### src/rtl/manchester_pkg.sv
// Shared definitions for the Manchester TX/RX pair: FSM encoding, framing
// bytes and the half-bit mapping (data 1 -> 0,1 ; data 0 -> 1,0).
package manchester_pkg;

    typedef enum logic [2:0] {
        IDLE,
        PRE,
        SFD,
        DATA,
        DRAIN,
        GAP
    } state_t;

    localparam logic [7:0] PREAMBLE_BYTE = 8'hAA;
    localparam logic [7:0] SFD_BYTE      = 8'hD5;

    // First half carries the inverted bit, second half the bit itself.
    function automatic logic manchester_half(input logic data_bit, input logic half);
        return half ? data_bit : ~data_bit;
    endfunction

endpackage

### src/rtl/manchester_tick_gen.sv
// Half-bit timebase: counts HALF_BIT_CLKS aclk cycles and flags the last
// cycle of every half-bit with step. Held at zero while clear is high so the
// first half-bit after clear lasts a full HALF_BIT_CLKS cycles.
module manchester_tick_gen #(
    parameter int HALF_BIT_CLKS = 1
) (
    input  logic aclk,
    input  logic areset,
    input  logic clear,
    output logic step
);

    localparam int            TW       = (HALF_BIT_CLKS > 1) ? $clog2(HALF_BIT_CLKS) : 1;
    localparam logic [TW-1:0] TICK_MAX = TW'(HALF_BIT_CLKS - 1);

    logic [TW-1:0] tick_q;
    logic [TW-1:0] tick_d;

    assign step = (tick_q == TICK_MAX);

    // Next tick value: wrap on the last cycle of a half-bit, hold zero on clear.
    always_comb begin
        // NOTE: every always_comb output gets a default first, so no path can leave it unassigned and infer a latch.
        tick_d = tick_q;
        if (clear || step) begin
            tick_d = '0;
        end else begin
            tick_d = tick_q + 1'b1;
        end
    end

    // Tick register with asynchronous reset.
    always_ff @(posedge aclk or posedge areset) begin
        // NOTE: sequential state uses non-blocking assignments so every flop samples pre-edge values.
        if (areset) begin
            tick_q <= '0;
        end else begin
            tick_q <= tick_d;
        end
    end

endmodule

### src/rtl/manchester_encoder_tx.sv
// Manchester transmitter: takes payload bytes from an AXI-stream slave, frames
// them as preamble (0xAA x PREAMBLE_BYTES), SFD (0xD5) and payload, and
// serialises each bit MSB-first as two half-bits on tx_line. A missing byte
// mid-frame ends the line activity, flags underrun and drains the rest of the
// packet; every frame is followed by an inter-frame gap of 2*IFG_BITS halves.
module manchester_encoder_tx
    import manchester_pkg::*;
#(
    parameter int PREAMBLE_BYTES = 2,
    parameter int HALF_BIT_CLKS  = 1,
    parameter int IFG_BITS       = 12
) (
    input  logic       aclk,
    input  logic       areset,
    input  logic [7:0] s_axis_tdata,
    input  logic       s_axis_tvalid,
    input  logic       s_axis_tlast,
    output logic       s_axis_tready,
    output logic       tx_line,
    output logic       tx_en,
    output logic       busy,
    output logic       underrun
);

    localparam int            GAP_HALVES = 2 * IFG_BITS;
    localparam int            GW         = (GAP_HALVES > 1) ? $clog2(GAP_HALVES) : 1;
    localparam logic [GW-1:0] GAP_LAST   = GW'(GAP_HALVES - 1);
    localparam logic [3:0]    PRE_LAST   = 4'(PREAMBLE_BYTES - 1);

    state_t       state_q,    state_d;
    logic [7:0]   sreg_q,     sreg_d;
    logic         half_q,     half_d;
    logic [2:0]   bit_cnt_q,  bit_cnt_d;
    logic [3:0]   byte_cnt_q, byte_cnt_d;
    logic [GW-1:0] gap_cnt_q, gap_cnt_d;
    logic         last_q,     last_d;
    logic         tx_line_q,  tx_line_d;
    logic         tx_en_q,    tx_en_d;

    logic step;
    logic byte_done;
    logic start_frame;
    logic tready_c;
    logic underrun_c;
    logic tick_clear;

    // The divider idles in IDLE and DRAIN, so both the first preamble
    // half-bit and the gap that follows a drain start on a fresh tick.
    assign tick_clear = (state_q == IDLE) || (state_q == DRAIN);

    manchester_tick_gen #(
        .HALF_BIT_CLKS (HALF_BIT_CLKS)
    ) u_tick_gen (
        .aclk   (aclk),
        .areset (areset),
        .clear  (tick_clear),
        .step   (step)
    );

    // Next-state, counters, shift register and line value for the next cycle.
    always_comb begin
        state_d     = state_q;
        sreg_d      = sreg_q;
        half_d      = half_q;
        bit_cnt_d   = bit_cnt_q;
        byte_cnt_d  = byte_cnt_q;
        gap_cnt_d   = gap_cnt_q;
        last_d      = last_q;
        tx_en_d     = 1'b0;
        tready_c    = 1'b0;
        underrun_c  = 1'b0;
        start_frame = 1'b0;
        // Load slot: last tick of the second half of bit 0 of the current byte.
        byte_done   = step && half_q && (bit_cnt_q == 3'd0);

        case (state_q)
            IDLE: begin
                // The waiting beat is left in place; it is consumed at the SFD load slot.
                start_frame = s_axis_tvalid;
            end

            PRE, SFD, DATA: begin
                tx_en_d = 1'b1;
                if (step && !half_q) begin
                    half_d = 1'b1;
                end else if (step && (bit_cnt_q != 3'd0)) begin
                    half_d    = 1'b0;
                    bit_cnt_d = bit_cnt_q - 3'd1;
                    sreg_d    = {sreg_q[6:0], 1'b0};
                end else if (byte_done) begin
                    half_d    = 1'b0;
                    bit_cnt_d = 3'd7;
                    case (state_q)
                        PRE: begin
                            if (byte_cnt_q == PRE_LAST) begin
                                byte_cnt_d = 4'd0;
                                sreg_d     = SFD_BYTE;
                                state_d    = SFD;
                            end else begin
                                byte_cnt_d = byte_cnt_q + 4'd1;
                                sreg_d     = PREAMBLE_BYTE;
                            end
                        end
                        SFD: begin
                            if (s_axis_tvalid) begin
                                tready_c = 1'b1;
                                sreg_d   = s_axis_tdata;
                                last_d   = s_axis_tlast;
                                state_d  = DATA;
                            end else begin
                                // No payload at all: nothing left to drain.
                                underrun_c = 1'b1;
                                tx_en_d    = 1'b0;
                                gap_cnt_d  = '0;
                                state_d    = GAP;
                            end
                        end
                        default: begin
                            if (last_q) begin
                                tx_en_d   = 1'b0;
                                gap_cnt_d = '0;
                                state_d   = GAP;
                            end else if (s_axis_tvalid) begin
                                tready_c = 1'b1;
                                sreg_d   = s_axis_tdata;
                                last_d   = s_axis_tlast;
                            end else begin
                                underrun_c = 1'b1;
                                tx_en_d    = 1'b0;
                                state_d    = DRAIN;
                            end
                        end
                    endcase
                end
            end

            DRAIN: begin
                // Swallow the rest of the broken packet up to its tlast.
                tready_c = s_axis_tvalid;
                if (s_axis_tvalid && s_axis_tlast) begin
                    gap_cnt_d = '0;
                    state_d   = GAP;
                end
            end

            GAP: begin
                if (step) begin
                    if (gap_cnt_q == GAP_LAST) begin
                        gap_cnt_d = '0;
                        // The gap's final cycle doubles as the IDLE decision
                        // point, so queued frames are separated by exactly the gap.
                        if (s_axis_tvalid) begin
                            start_frame = 1'b1;
                        end else begin
                            state_d = IDLE;
                        end
                    end else begin
                        gap_cnt_d = gap_cnt_q + 1'b1;
                    end
                end
            end

            default: begin
                state_d = IDLE;
            end
        endcase

        if (start_frame) begin
            state_d    = PRE;
            sreg_d     = PREAMBLE_BYTE;
            half_d     = 1'b0;
            bit_cnt_d  = 3'd7;
            byte_cnt_d = 4'd0;
            last_d     = 1'b0;
            tx_en_d    = 1'b1;
        end

        // The registered line shows the half-bit selected by the next counters.
        tx_line_d = tx_en_d ? manchester_half(sreg_d[7], half_d) : 1'b0;
    end

    // State, counters and registered line outputs.
    always_ff @(posedge aclk or posedge areset) begin
        if (areset) begin
            state_q    <= IDLE;
            sreg_q     <= '0;
            half_q     <= 1'b0;
            bit_cnt_q  <= '0;
            byte_cnt_q <= '0;
            gap_cnt_q  <= '0;
            last_q     <= 1'b0;
            tx_line_q  <= 1'b0;
            tx_en_q    <= 1'b0;
        end else begin
            state_q    <= state_d;
            sreg_q     <= sreg_d;
            half_q     <= half_d;
            bit_cnt_q  <= bit_cnt_d;
            byte_cnt_q <= byte_cnt_d;
            gap_cnt_q  <= gap_cnt_d;
            last_q     <= last_d;
            tx_line_q  <= tx_line_d;
            tx_en_q    <= tx_en_d;
        end
    end

    assign s_axis_tready = tready_c;
    assign underrun      = underrun_c;
    assign tx_line       = tx_line_q;
    assign tx_en         = tx_en_q;
    assign busy          = (state_q != IDLE);

endmodule

### config.mk
export PLATFORM = sky130hd
export DESIGN_NAME = manchester_encoder_tx
export DESIGN_NICKNAME = d
export VERILOG_FILES = /design/src/rtl/manchester_pkg.sv /design/src/rtl/manchester_tick_gen.sv /design/src/rtl/manchester_encoder_tx.sv
export SDC_FILE = /design/constraint.sdc
export NUM_CORES = 1
export LEC_CHECK = 0
export BUFFER_PORTS_ARGS = -buffer_cell sky130_fd_sc_hd__buf_4
export CAP_MARGIN = 20
export CORE_MARGIN = 2
export CORE_UTILIZATION = 61
export CTS_BUF_LIST = sky130_fd_sc_hd__clkbuf_4 sky130_fd_sc_hd__clkbuf_8
export CTS_CLUSTER_SIZE = 28
export DETAILED_ROUTE_END_ITERATION = 10
export PLACE_DENSITY = 0.82
export SYNTH_ARGS = -nofsm -noshare
export SYNTH_HDL_FRONTEND = slang
export SYNTH_SLANG_ARGS = --single-unit
### constraint.sdc
create_clock -name aclk -period 2.8 [get_ports aclk]
set_clock_uncertainty 0.15 [all_clocks]
set_input_delay 0.14 -clock aclk [delete_from_list [all_inputs] [get_ports aclk]]
set_output_delay 0.14 -clock aclk [all_outputs]
set_load 0.03 [all_outputs]
After elaboration in Yosys (flattened, before gate mapping)
Cells that the tools add are included.
{"block": "totals", "ff_bits": 28, "in_bits": 12, "output_inout_bits": 5, "elab_cells": 156}
{"block": "op_classes", "addsub": 4, "n_eq_ne": 30, "n_mux": 85, "bitwise_logic": 2, "n_reduce_logical": 24}
{"op": "$mux W8", "count": 7}
{"op": "$mux W3", "count": 17}
{"op": "$mux W5", "count": 8}
{"op": "$mux W1", "count": 34}
{"op": "$mux W4", "count": 7}
{"op": "$ne A3 B3 Y1 const B", "count": 9}
{"op": "$ne A2 B2 Y1 const B", "count": 9}
{"op": "$pmux W8 S2", "count": 1}
{"op": "$pmux W5 S3", "count": 1}
{"op": "$pmux W1 S2", "count": 6}
{"op": "$pmux W3 S4", "count": 1}
{"op": "$reduce_bool A3 Y1", "count": 4}
{"op": "$pmux W5 S2", "count": 1}
{"op": "$reduce_and A10 Y1", "count": 1}
{"op": "$reduce_and A9 Y1", "count": 1}
{"op": "$mux W7", "count": 1}
{"op": "$eq A3 B2 Y1 const B", "count": 2}
{"op": "$eq A3 B3 Y1 const B", "count": 2}
{"op": "$logic_not A3 Y1", "count": 2}
{"op": "$ne A6 B6 Y1 const B", "count": 1}
{"op": "$pmux W3 S2", "count": 1}
{"op": "$reduce_and A6 Y1", "count": 1}
{"op": "$reduce_bool A2 Y1", "count": 3}
{"op": "$add A5 B1 Y5 const B", "count": 1}
{"op": "other kinds (18)", "count": 24}

Longest topological paths before layout
Gate-level depths: netlist (run 1).
{"block": "logic_depth", "word_depth": 11, "mapped_depth": 8, "ltp_nobuf": 8}

Modules after synthesis
Synthesis (run 1) repeated with hierarchy kept, for this count alone.
{"block": "unflattened", "hier_cells": 238, "area_unflattened_um2": 2025.7}
{"mod": "manchester_encoder_tx", "instances": 1, "cells_per_inst": 234, "area_per_inst_um2": 1989.4, "seq_area_each_um2": 675.6}
{"mod": "manchester_tick_gen", "instances": 1, "cells_per_inst": 4, "area_per_inst_um2": 36.3, "seq_area_each_um2": 25.0}

Least setup slack after synthesis (run 1)
Ideal clock, no wire load.
{"block": "synth_timing", "path_kind": "register -> register", "from": "register bit_cnt_q[0]", "to": "register sreg_q[6]", "setup_time_ps": 126, "arrival_ps": 1929, "required_time_ps": 2524, "slack_ps": 595, "stages_incl_launch_ff": 9, "n_path_buf": 0, "path_cell_list": "dfrtp_1 > inv_1 > ha_1 > ha_1 > or2_1 > a211oi_2 > o21ai_2 > nor2b_2 > a221o_1"}
{"block": "synth_between", "elab_chain_len": 6, "word_cells_on_any_way": 11}
{"element": "start: declaration", "line": "manchester_encoder_tx.sv:33", "text": "logic [2:0] bit_cnt_q, bit_cnt_d;"}
{"element": "start signal: assignment", "line": "manchester_encoder_tx.sv:198", "text": "bit_cnt_q <= bit_cnt_d;"}
{"element": "$reduce_bool A3 Y1", "line": "manchester_encoder_tx.sv:86", "text": "end else if (step && (bit_cnt_q != 3'd0)) begin"}
{"element": "$logic_and A1 B1 Y1", "line": "manchester_encoder_tx.sv:86"}
{"element": "$mux W8", "line": "manchester_encoder_tx.sv:86"}
{"element": "$mux W8", "line": "manchester_encoder_tx.sv:84", "text": "if (step && !half_q) begin"}
{"element": "$mux W8", "line": "manchester_encoder_tx.sv:76", "text": "case (state_q)"}
{"element": "$mux W8", "line": "manchester_encoder_tx.sv:168", "text": "if (start_frame) begin"}
{"element": "end signal: assignment", "line": "manchester_encoder_tx.sv:196", "text": "sreg_q <= sreg_d;"}
{"element": "end: declaration", "line": "manchester_encoder_tx.sv:31", "text": "logic [7:0] sreg_q, sreg_d;"}
Parallel ways exist; a longest one is shown, timed or not. The select of a mux whose other input is x is not followed.
A chain may end at the register's enable or synchronous reset.

Worst setup path in the final report (run 1)
{"block": "layout_timing", "from": "register u_tick_gen.tick_q", "to": "output port s_axis_tready"}
{"block": "layout_between", "elab_chain_len": 7, "word_cells_on_any_way": 9}
{"element": "start: declaration", "line": "manchester_tick_gen.sv:16", "text": "logic [TW-1:0] tick_q;"}
{"element": "start signal: assignment", "line": "manchester_tick_gen.sv:38", "text": "tick_q <= tick_d;"}
{"element": "$not A1 Y1 (*)", "line": "manchester_tick_gen.sv:19", "text": "assign step = (tick_q == TICK_MAX);"}
{"element": "$logic_and A1 B1 Y1 (2 in series)", "line": "manchester_encoder_tx.sv:74", "text": "byte_done = step && half_q && (bit_cnt_q == 3'd0);"}
{"element": "$mux W1", "line": "manchester_encoder_tx.sv:90", "text": "end else if (byte_done) begin"}
{"element": "$mux W1", "line": "manchester_encoder_tx.sv:86"}
{"element": "$mux W1 (*)", "line": "manchester_encoder_tx.sv:84"}
{"element": "$pmux W1 S2 (*)", "line": "manchester_encoder_tx.sv:76"}
{"element": "end: declaration", "line": "manchester_encoder_tx.sv:18", "text": "output logic s_axis_tready,"}
Every way passes the cells marked *; elsewhere a longest branch is shown, timed or not.

==> out/metrics.yaml, run 1 <==
status: "finished, final reports clean"
via_per_inst: 6.23
synth_top_area_share_pct: 37.4
cts_buffers: 3
grt_max_degree: 29
drive_above_1_share_pct: 18.9
cp_top_family: "simple AND/OR/NAND/NOR gates"
coreArea_um2: 2980
mappedNetlistArea_um2: 1870
final-hold-violation-count: 0
synthCells: 209
syn_nets: 228
synth-simple-area-share_pct: 25.1
synth_warnings: 0
finalNetCount: 248
die_w_um: 59.4
postSynthAreaPerCell_um2: 8.96
crit_slowest_cell: "dfrtp_1"
placed_cell_area_um2: 2010
worst-path-buf-inv: 2
cts_buffer_depth: 2
synth_ff_type: "dfrtp_1"
numClockSinks: 28
worst_hold_path.num_cells: 3
final_cell_mix: "dfrtp_1 (28), buf_4 (20), nor2_1 (19), nand2_1 (18), a21oi_1 (16)"
gp_congestion: 0.884
setup_viol: 0
yosysTopAreaCell: "dfrtp_1"
synthTopCellsByArea: "dfrtp_1 (37%), ha_1 (4.7%), a21oi_1 (4.3%)"
syn_to_final_growth_pct: 10.7
vias: 1621
crit_path_start_kind: "flop"
post-route-drc-count: 0
power.leakage_nw: 0.952
cap_viol_max_count: 0
max_stage_delay_ns: 0.48
synthMuxAreaShare_pct: 5.01
grt_pass1_vias: 1530
cts_resized: 0
drtPass1Iterations: 4
finalSetupTns_ns: 0
final_area_um2: 2070
crit_arrival_ns: 2.26
period_needed_ns: 2.55
finalWirelength_um: 4140
synth_compound_area_share_pct: 21.7
wire_per_inst_um: 15.9
io_buffers: 16
first_iter_violations: 135
synth-seq-cells: 28
grt_pass1_wl_um: 6880
end_kind: "output pin"
antenna_found_initial: 0
async_flop_share_pct: 100
synth-xor-area-share_pct: 0.468
place_hpwl_um: 3070
worstSkewPairLatency_ns: 0.33
diodes: 0
dieArea_um2: 3530
rsz0062_at_grt: "false"
ioPinCount: 17
synth_cell_types: 52
cts_max_level: 1
grt.overflow.total: 0
die_h_um: 59.4
relSlewSlack_pct: 49.7
critical_path_required_ns: 2.51
yosysSeqAreaShare_pct: 37.4
worst_slew_pin_slew_ns: 0.752
synth-edff-count: 0
max-vdd-ir-drop_mv: 0.476
fin_crit_sh_pct: 91.1
fmax_mhz: 392
start_util_pct: 62.9
r2r_cells: 8
ant_nets: 0
cts_tree: "done"
power-per-cell-area_nw_per_um2: 881
slew_viol_final: 0
fp-row-count: 20
cts-root-buf: "clkbuf_4"
worstSetupPathType: "reg2out"
track_usage_pct: 25.8
layout_commonest_cell: "dfrtp_1"
synth_top_family_by_area: "simple AND/OR/NAND/NOR gates"
clk_pin_slew_worst_paths_ns: 0.15
worst-path-stages: 7
hp-class: "in2reg"
path_max_fanout: 9
synth_fa_ha_area_share_pct: 4.68
path_cells: "inv_1 -> ha_1 -> nand4b_1 -> nor2_1 -> nand2_1 -> a21oi_1 -> buf_4"
kinds of logic (layout without fill, tap and decap cells):
kind of cell,count (synthesis),after routing
simple gates,84,84
mux,9,9
flops,28,28
xor+xnor,1,1
fa+ha+maj,7,7
compound gates,57,57
buf+inv,22,40
other cells,1,1
synth_stat cells, types with 3 or more instances:
library cell,n
o21ai_0,14
nor3_1,6
ha_1,7
mux2i_1,6
nand4b_1,3
inv_1,14
nand3_1,7
nor2_1,19
mux2_2,3
dfrtp_1,28
a221o_1,4
or3_1,3
nand2b_1,4
a2bb2oi_1,5
buf_2,3
a211oi_2,3
a21oi_1,16
or2_1,3
or2_2,3
nand2_1,18
nor2b_1,3
per-layer routing:
| metal | up-vias | part of all wire, % | GRT usage [%] |
|---|---|---|---|
| met2 | 43 | 50 | 44.0 |
| met1 | 782 | 43 | 33.6 |
| met3 | 11 | 4.3 | 2.40 |
| met5 | - | 0 | 0 |
| li1 | 785 | - | - |
| met4 | 0 | 2.3 | 10.7 |
through the flow:
step                      instances  setup slack, ns  utilization, %  total power, mW  hold WS (ns)
after floorplan                 209            0.595               -             1.44        0.0554
after global placement          254            0.510            67.6             1.60         0.255
after detailed placement        254            0.439            67.6             1.65         0.269
after CTS                       259            0.271            69.1             1.82        0.0252
after global routing            260           0.0477            69.6             1.97        0.0498
final                           260            0.249            69.6             1.82        0.0210
final cells by class:
| cell class | count | area (µm²) |
|---|---|---|
| Timing Repair Buffer | 23 | 185 |
| Sequential cell | 28 | 701 |
| Clock buffer | 3 | 22.5 |
| Tap cell | 33 | 41.3 |
| Inverter | 14 | 52.6 |
| Multi-Input combinational cell | 159 | 1070 |
| Fill cell | 227 | 906 |
worst paths after layout:
kind	startpoint	endpoint	slack, ns
setup reg to reg	bit_cnt_q[0]	sreg_q[2]	0.40
max in group asynchronous	areset	byte_cnt_q[0]	1.70
hold / removal	s_axis_tvalid	last_q	0.02
setup / recovery	u_tick_gen.tick_q	s_axis_tready	0.25
min in group asynchronous	areset	last_q	0.30
hold reg to reg	bit_cnt_q[0]	bit_cnt_q[0]	0.33
registers in the layout, summed over array words and instances (netlist names):
| register | count |
|---|---|
| sreg_q | 8 |
| bit_cnt_q | 3 |
| tx_line | 1 |
| half_q | 1 |
| u_tick_gen.tick_q | 1 |
| byte_cnt_q | 4 |
| state_q | 3 |
| last_q | 1 |
| tx_en | 1 |
| gap_cnt_q | 5 |
worst min-delay path: cells and delay by family:
family | cells | cell delay (ns)
and+or+nand+nor | 1 | 0.08
AOI/OAI and AO/OA | 1 | 0.07
buffers and inverters | 1 | 0.18
power by group:
part	total, mW	internal [mW]	switching [mW]
logic	0.948	0.425	0.522
clock network	0.168	0.0506	0.117
registers	0.709	0.552	0.157
total	1.82	1.03	0.797
timing repair:
action / 4_1_cts / 5_1_grt
hold buffers: 2 / 0
hold endpoints to repair: 29 / 0
buffers inserted: 0 / 0
Note: power is estimated with default switching activity, not from simulation.
==> inputs of run 2 (changes only) <==
--- a/config.mk
+++ b/config.mk
@@ -13,6 +13,7 @@
 export CTS_CLUSTER_SIZE = 28
 export DETAILED_ROUTE_END_ITERATION = 10
 export PLACE_DENSITY = 0.82
+export REMOVE_ABC_BUFFERS = 1
 export SYNTH_ARGS = -nofsm -noshare
 export SYNTH_HDL_FRONTEND = slang
 export SYNTH_SLANG_ARGS = --single-unit
==> out/metrics.yaml, run 2 (synthesized netlist as in run 1, its figures left out) <==
status: "finished, final reports clean"
dieArea_um2: 3530  # unchanged
setup_viol: 0  # unchanged
cap_viol_max_count: 0  # unchanged
path_cells: "inv_1 -> ha_1 -> nand4b_1 -> nor2_2 -> nand2_1 -> a21oi_1 -> buf_4"
cts_tree: "done"
hp-class: "in2reg"
final-hold-violation-count: 0  # unchanged
grt_pass1_vias: 1628  # +6.4%
io_buffers: 16  # unchanged
power-per-cell-area_nw_per_um2: 893  # +1.4%
grtUsageMet2_pct: 41.3  # -2.7 points
final_cell_mix: "dfrtp_1 (28), nand2_1 (18), nor2_1 (18), buf_4 (18), a21oi_1 (16)"
critical_path_required_ns: 2.51  # about the same
finalWirelength_um: 4110  # -0.70%
cts_max_level: 1  # unchanged
coreArea_um2: 2980  # unchanged
crit_slowest_cell: "dfrtp_1"
seqPwrFrac_pct: 39.4  # +0.5 points
antenna_found_initial: 0  # unchanged
p_switching_mw: 0.813  # +2.0%
worstSkewPairLatency_ns: 0.34  # about the same
end_kind: "output pin"
max-vdd-ir-drop_mv: 0.494  # +3.9%
largestRegisters: "sreg_q: 8 flops, gap_cnt_q: 5 flops, byte_cnt_q: 4 flops"
cts_buffers: 3  # unchanged
place_hpwl_um: 2990  # -2.7%
use_met1_pct: 34.6  # +1.1 points
worst_slew_pin_slew_ns: 0.763  # +0.0104 ns
postCtsSetupBuffers: 0  # unchanged
die_h_um: 59.4  # unchanged
drive_above_1_share_pct: 19.0  # +0.084 points
cts_buffer_depth: 2  # unchanged
worst_hold_path.num_cells: 4  # +1
grt_pass1_wl_um: 6980  # +1.4%
diodes: 0  # unchanged
finalSetupTns_ns: 0  # unchanged
path_max_fanout: 9  # unchanged
crit_path_start_kind: "flop"
cts-root-buf: "clkbuf_4"
ant_nets: 0  # unchanged
layout_commonest_cell: "dfrtp_1"
grt-busiest-layer: "met2"
grt.overflow.total: 0  # unchanged
max_stage_delay_ns: 0.49  # about the same
start_util_pct: 62.9  # unchanged
gp_congestion: 0.850  # -3.8%
die_w_um: 59.4  # unchanged
fp-row-count: 20  # unchanged
worstSetupPathType: "reg2out"
grt_use_met3_pct: 3.28  # +0.87 points
fmax_mhz: 386  # -1.5%
top_register: "sreg_q"
p_sw_share_pct: 43.6  # about the same
vias: 1636  # +0.93%
syn_to_final_growth_pct: 11.4
post-route-drc-count: 0  # unchanged
p_int_mw: 1.05  # +2.1%
finalNetCount: 246  # -0.81%
fin_crit_sh_pct: 92.5  # +1.4 points
wire_per_inst_um: 15.9  # -0.32%
comb_power_share_pct: 49.7  # -2.2 points
slew_viol_final: 0  # unchanged
final_area_um2: 2090  # +0.66%
largest_reg_flops: 8  # unchanged
relSlewSlack_pct: 49.0  # -0.70 points
placed_cell_area_um2: 2000  # -0.75%
crit_arrival_ns: 2.30  # +0.04 ns
clk_pin_slew_worst_paths_ns: 0.15  # about the same
r2r_cells: 8  # unchanged
period_needed_ns: 2.59  # +0.0398 ns
grt_max_degree: 29  # unchanged
track_usage_pct: 26.3  # +0.45 points
via_per_inst: 6.32  # +1.3%
rsz0062_at_grt: "false"
ioPinCount: 17  # unchanged
numClockSinks: 28  # unchanged
drtPass1Iterations: 5  # +1
power.leakage_nw: 0.954  # +0.19%
pwr-share-clk_pct: 10.9  # +1.7 points
first_iter_violations: 81  # -40%
run 2: critical path, delay by kind of cell, from the launching register on:
family	cells	cell delay, ns
compound gates	1	0.22
fa+ha+maj	1	0.31
buf+inv	2	0.29
flops	1	0.49
simple gates	3	0.65
run 2: area by class of cell:
class | count | area [µm²]
inverters | 14 | 52.6
flip-flops and latches | 28 | 701
well taps | 33 | 41.3
fillers | 249 | 892
clock buffers | 4 | 36.3
repair buffers | 21 | 183
multi-input cells | 159 | 1070
run 2: layer usage:
metal  share of wire, %  vias up
met1                 44      780
met3                5.8        7
met5                  0        -
li1                   -      781
met4                2.2        0
met2                 48       68
run 2: path summary, 6_finish.rpt:
path | to | startpoint | slack, ns
hold reg to reg | bit_cnt_q[0] | bit_cnt_q[0] | 0.35
min in group asynchronous | byte_cnt_q[1] | areset | 0.12
max in group asynchronous | byte_cnt_q[0] | areset | 1.97
hold / removal | sreg_q[5] | s_axis_tdata[5] | 0.03
setup reg to reg | sreg_q[6] | bit_cnt_q[0] | 0.33
setup / recovery | s_axis_tready | u_tick_gen.tick_q | 0.21
run 2: repair_timing:
item,4_1_cts,5_1_grt
hold buffers,2,0
resized for setup,0,1
hold endpoints to repair,29,0
setup endpoints to repair,0,1
run 2: metrics by stage:
| stage | hold WS [ns] | worst slack [ns] | power [mW] | instances | utilization (%) |
|---|---|---|---|---|---|
| 4_1_cts | 0.0125 | 0.198 | 1.85 | 258 | 69.0 |
| 2_1_floorplan | 0.0554 | 0.587 | 1.39 | 201 | - |
| 5_1_grt | 0.0147 | 0.0782 | 2.01 | 259 | 70.0 |
| 3_5_place_dp | 0.272 | 0.394 | 1.64 | 252 | 67.1 |
| 3_3_place_gp | 0.248 | 0.482 | 1.59 | 252 | 67.1 |
| 6_report | 0.0255 | 0.209 | 1.86 | 259 | 70.0 |
run 2: power groups by stage:
stage               Sequential (mW)  Combinational (mW)  Clock [mW]
floorplan                     0.708               0.682           0
global placement              0.716               0.875           0
global route                  0.754                1.03       0.221
finish                        0.734               0.926       0.203
detailed placement            0.732               0.909           0
CTS                           0.726               0.917       0.208
==> inputs of run 3 (changes only) <==
--- a/config.mk
+++ b/config.mk
@@ -12,6 +12,7 @@
 export CTS_BUF_LIST = sky130_fd_sc_hd__clkbuf_4 sky130_fd_sc_hd__clkbuf_8
 export CTS_CLUSTER_SIZE = 28
 export DETAILED_ROUTE_END_ITERATION = 10
+export GPL_TIMING_DRIVEN = 0
 export PLACE_DENSITY = 0.82
 export REMOVE_ABC_BUFFERS = 1
 export SYNTH_ARGS = -nofsm -noshare
==> out/metrics.yaml, run 3 (synthesized netlist as in run 1, its figures left out) <==
status: "finished, final reports clean"
largestRegisters: "sreg_q: 8 flops, gap_cnt_q: 5 flops, byte_cnt_q: 4 flops"
first_iter_violations: 75  # -7.4%
max-vdd-ir-drop_mv: 0.548  # +11%
setup_viol: 0  # unchanged
final_area_um2: 2060  # -1.4%
placed_cell_area_um2: 1980  # -0.75%
worst_hold_path.num_cells: 3  # -1
grt_pass1_vias: 1567  # -3.7%
crit_slowest_cell: "dfrtp_1"
ioPinCount: 17  # unchanged
slew_viol_final: 0  # unchanged
gp_congestion: 0.885  # +4.1%
largest_reg_flops: 8  # unchanged
diodes: 0  # unchanged
grt_pass1_wl_um: 6880  # -1.4%
max_stage_delay_ns: 0.49  # about the same
fill_cells: 264  # +6.0%
numClockSinks: 28  # unchanged
syn_to_final_growth_pct: 9.83
critical_path_required_ns: 2.51  # about the same
multi_input_area_um2: 1070  # -0.23%
cts_buffer_depth: 2  # unchanged
fin_crit_sh_pct: 92.7  # +0.14 points
end_kind: "output pin"
io_buffers: 16  # unchanged
relSlewSlack_pct: 42.3  # -6.7 points
rsz0062_at_grt: "false"
path_cells: "inv_1 -> ha_1 -> nand4b_1 -> nor2_1 -> nand2_1 -> a21oi_1 -> buf_4"
worst-path-buf-inv: 2  # unchanged
report.power.total_mw: 1.83  # -2.0%
finalSetupTns_ns: 0  # unchanged
cts_buffers: 3  # unchanged
grt.overflow.total: 0  # unchanged
regArea_um2: 701  # unchanged
drtPass1Iterations: 4  # -1
power.leakage_nw: 0.938  # -1.6%
worst_slew_pin_slew_ns: 0.859  # +0.0959 ns
cap_viol_max_count: 0  # unchanged
fp-row-count: 20  # unchanged
cts_tree: "done"
die_w_um: 59.4  # unchanged
final_cell_mix: "dfrtp_1 (28), nor2_1 (19), nand2_1 (18), a21oi_1 (16), buf_4 (16)"
fin_util_pct: 69.0  # -1.0 points
finalWirelength_um: 3970  # -3.5%
wire_per_inst_um: 15.4  # -2.8%
hold_path_end: "last_q"
worst-path-stages: 7  # unchanged
coreArea_um2: 2980  # unchanged
clk_pin_slew_worst_paths_ns: 0.16  # about the same
r2r-end: "state_q[1]"
via_per_inst: 6.32  # +0.10%
post-route-drc-count: 0  # unchanged
drive_above_1_share_pct: 17.9  # -1.2 points
whs_ns: 0.0102  # -0.0153 ns
cts_max_level: 1  # unchanged
cp_top_family: "simple AND/OR/NAND/NOR gates"
hp-class: "in2reg"
top_register: "sreg_q"
period_needed_ns: 2.59  # +0.00379 ns
die_h_um: 59.4  # unchanged
crit_path_start_kind: "flop"
layout_commonest_cell: "dfrtp_1"
place_hpwl_um: 2890  # -3.4%
dieArea_um2: 3530  # unchanged
ff2ff_setup_slack_ns: 0.29  # -0.04 ns
vias: 1625  # -0.67%
worstSetupPathType: "reg2out"
final-hold-violation-count: 0  # unchanged
r2r_start: "state_q[0]"
power-per-cell-area_nw_per_um2: 888  # -0.55%
ant_nets: 0  # unchanged
grt_max_degree: 29  # unchanged
worstSkewPairLatency_ns: 0.33  # about the same
crit_arrival_ns: 2.30  # about the same
start_util_pct: 62.9  # unchanged
fmax_mhz: 385  # -0.15%
r2r_cells: 5  # -3
cts-root-buf: "clkbuf_4"
antenna_found_initial: 0  # unchanged
min_from: "s_axis_tvalid"
path_max_fanout: 9  # unchanged
finalNetCount: 244  # -0.81%
track_usage_pct: 25.7  # -0.54 points
## run 3: changes by cell type in the layout (fill, tap and decap cells not counted)
cell	previous run	this run
buf_4	18	16
buf_16	1	0
buf_8	0	1
nor2_1	18	19
nor2_2	1	0
## run 3: worst max-delay path by stage
stage | slack, ns | from | to
after floorplan | 0.59 | bit_cnt_q[0] | sreg_q[6]
after global placement | 0.36 | bit_cnt_q[0] | sreg_q[6]
after detailed placement | 0.34 | bit_cnt_q[0] | sreg_q[2]
after CTS | 0.24 | u_tick_gen.tick_q | s_axis_tready
after global routing | 0.03 | u_tick_gen.tick_q | s_axis_tready
final | 0.21 | u_tick_gen.tick_q | s_axis_tready
## run 3: routing by layer
metal | vias up | part of all wire (%) | track usage (%)
li1 | 775 | - | -
met1 | 801 | 44 | 32.8
met2 | 41 | 51 | 43.8
met3 | 8 | 3.4 | 2.84
met4 | 0 | 2.1 | 11.4
met5 | - | 0 | 0
## run 3: final cells by class
cell class / count / area share (%)
multi-input combinational: 159 / 52.0
sequential: 28 / 34.1
timing repair buffer: 19 / 7.55
inverter: 14 / 2.56
tap: 33 / 2.01
clock buffer: 4 / 1.77
## run 3: worst reg2reg max path, stage by stage (launching register included)
cell	delay, ns
dfrtp_1	0.59
o21bai_1	0.73
o22ai_2	0.14
nor4_2	0.45
or2_1	0.21
o221ai_1	0.12
## run 3: what timing repair did
action,in CTS,in global routing
hold buffers,2,0
hold endpoints to repair,29,0
setup buffers,0,0
gates resized for setup,0,0
## run 3: per-stage QoR
stage / setup WS [ns] / cells
floorplan: 0.587 / 201
global placement: 0.362 / 250
detailed placement: 0.335 / 250
CTS: 0.236 / 256
global route: 0.0334 / 257
finish: 0.205 / 257
## run 3: report_power, final
group	switching [mW]	internal (mW)	leakage, nW
combinational	0.492	0.405	0.569
sequential	0.178	0.551	0.349
clock	0.119	0.0796	0.0210
total	0.789	1.04	0.938
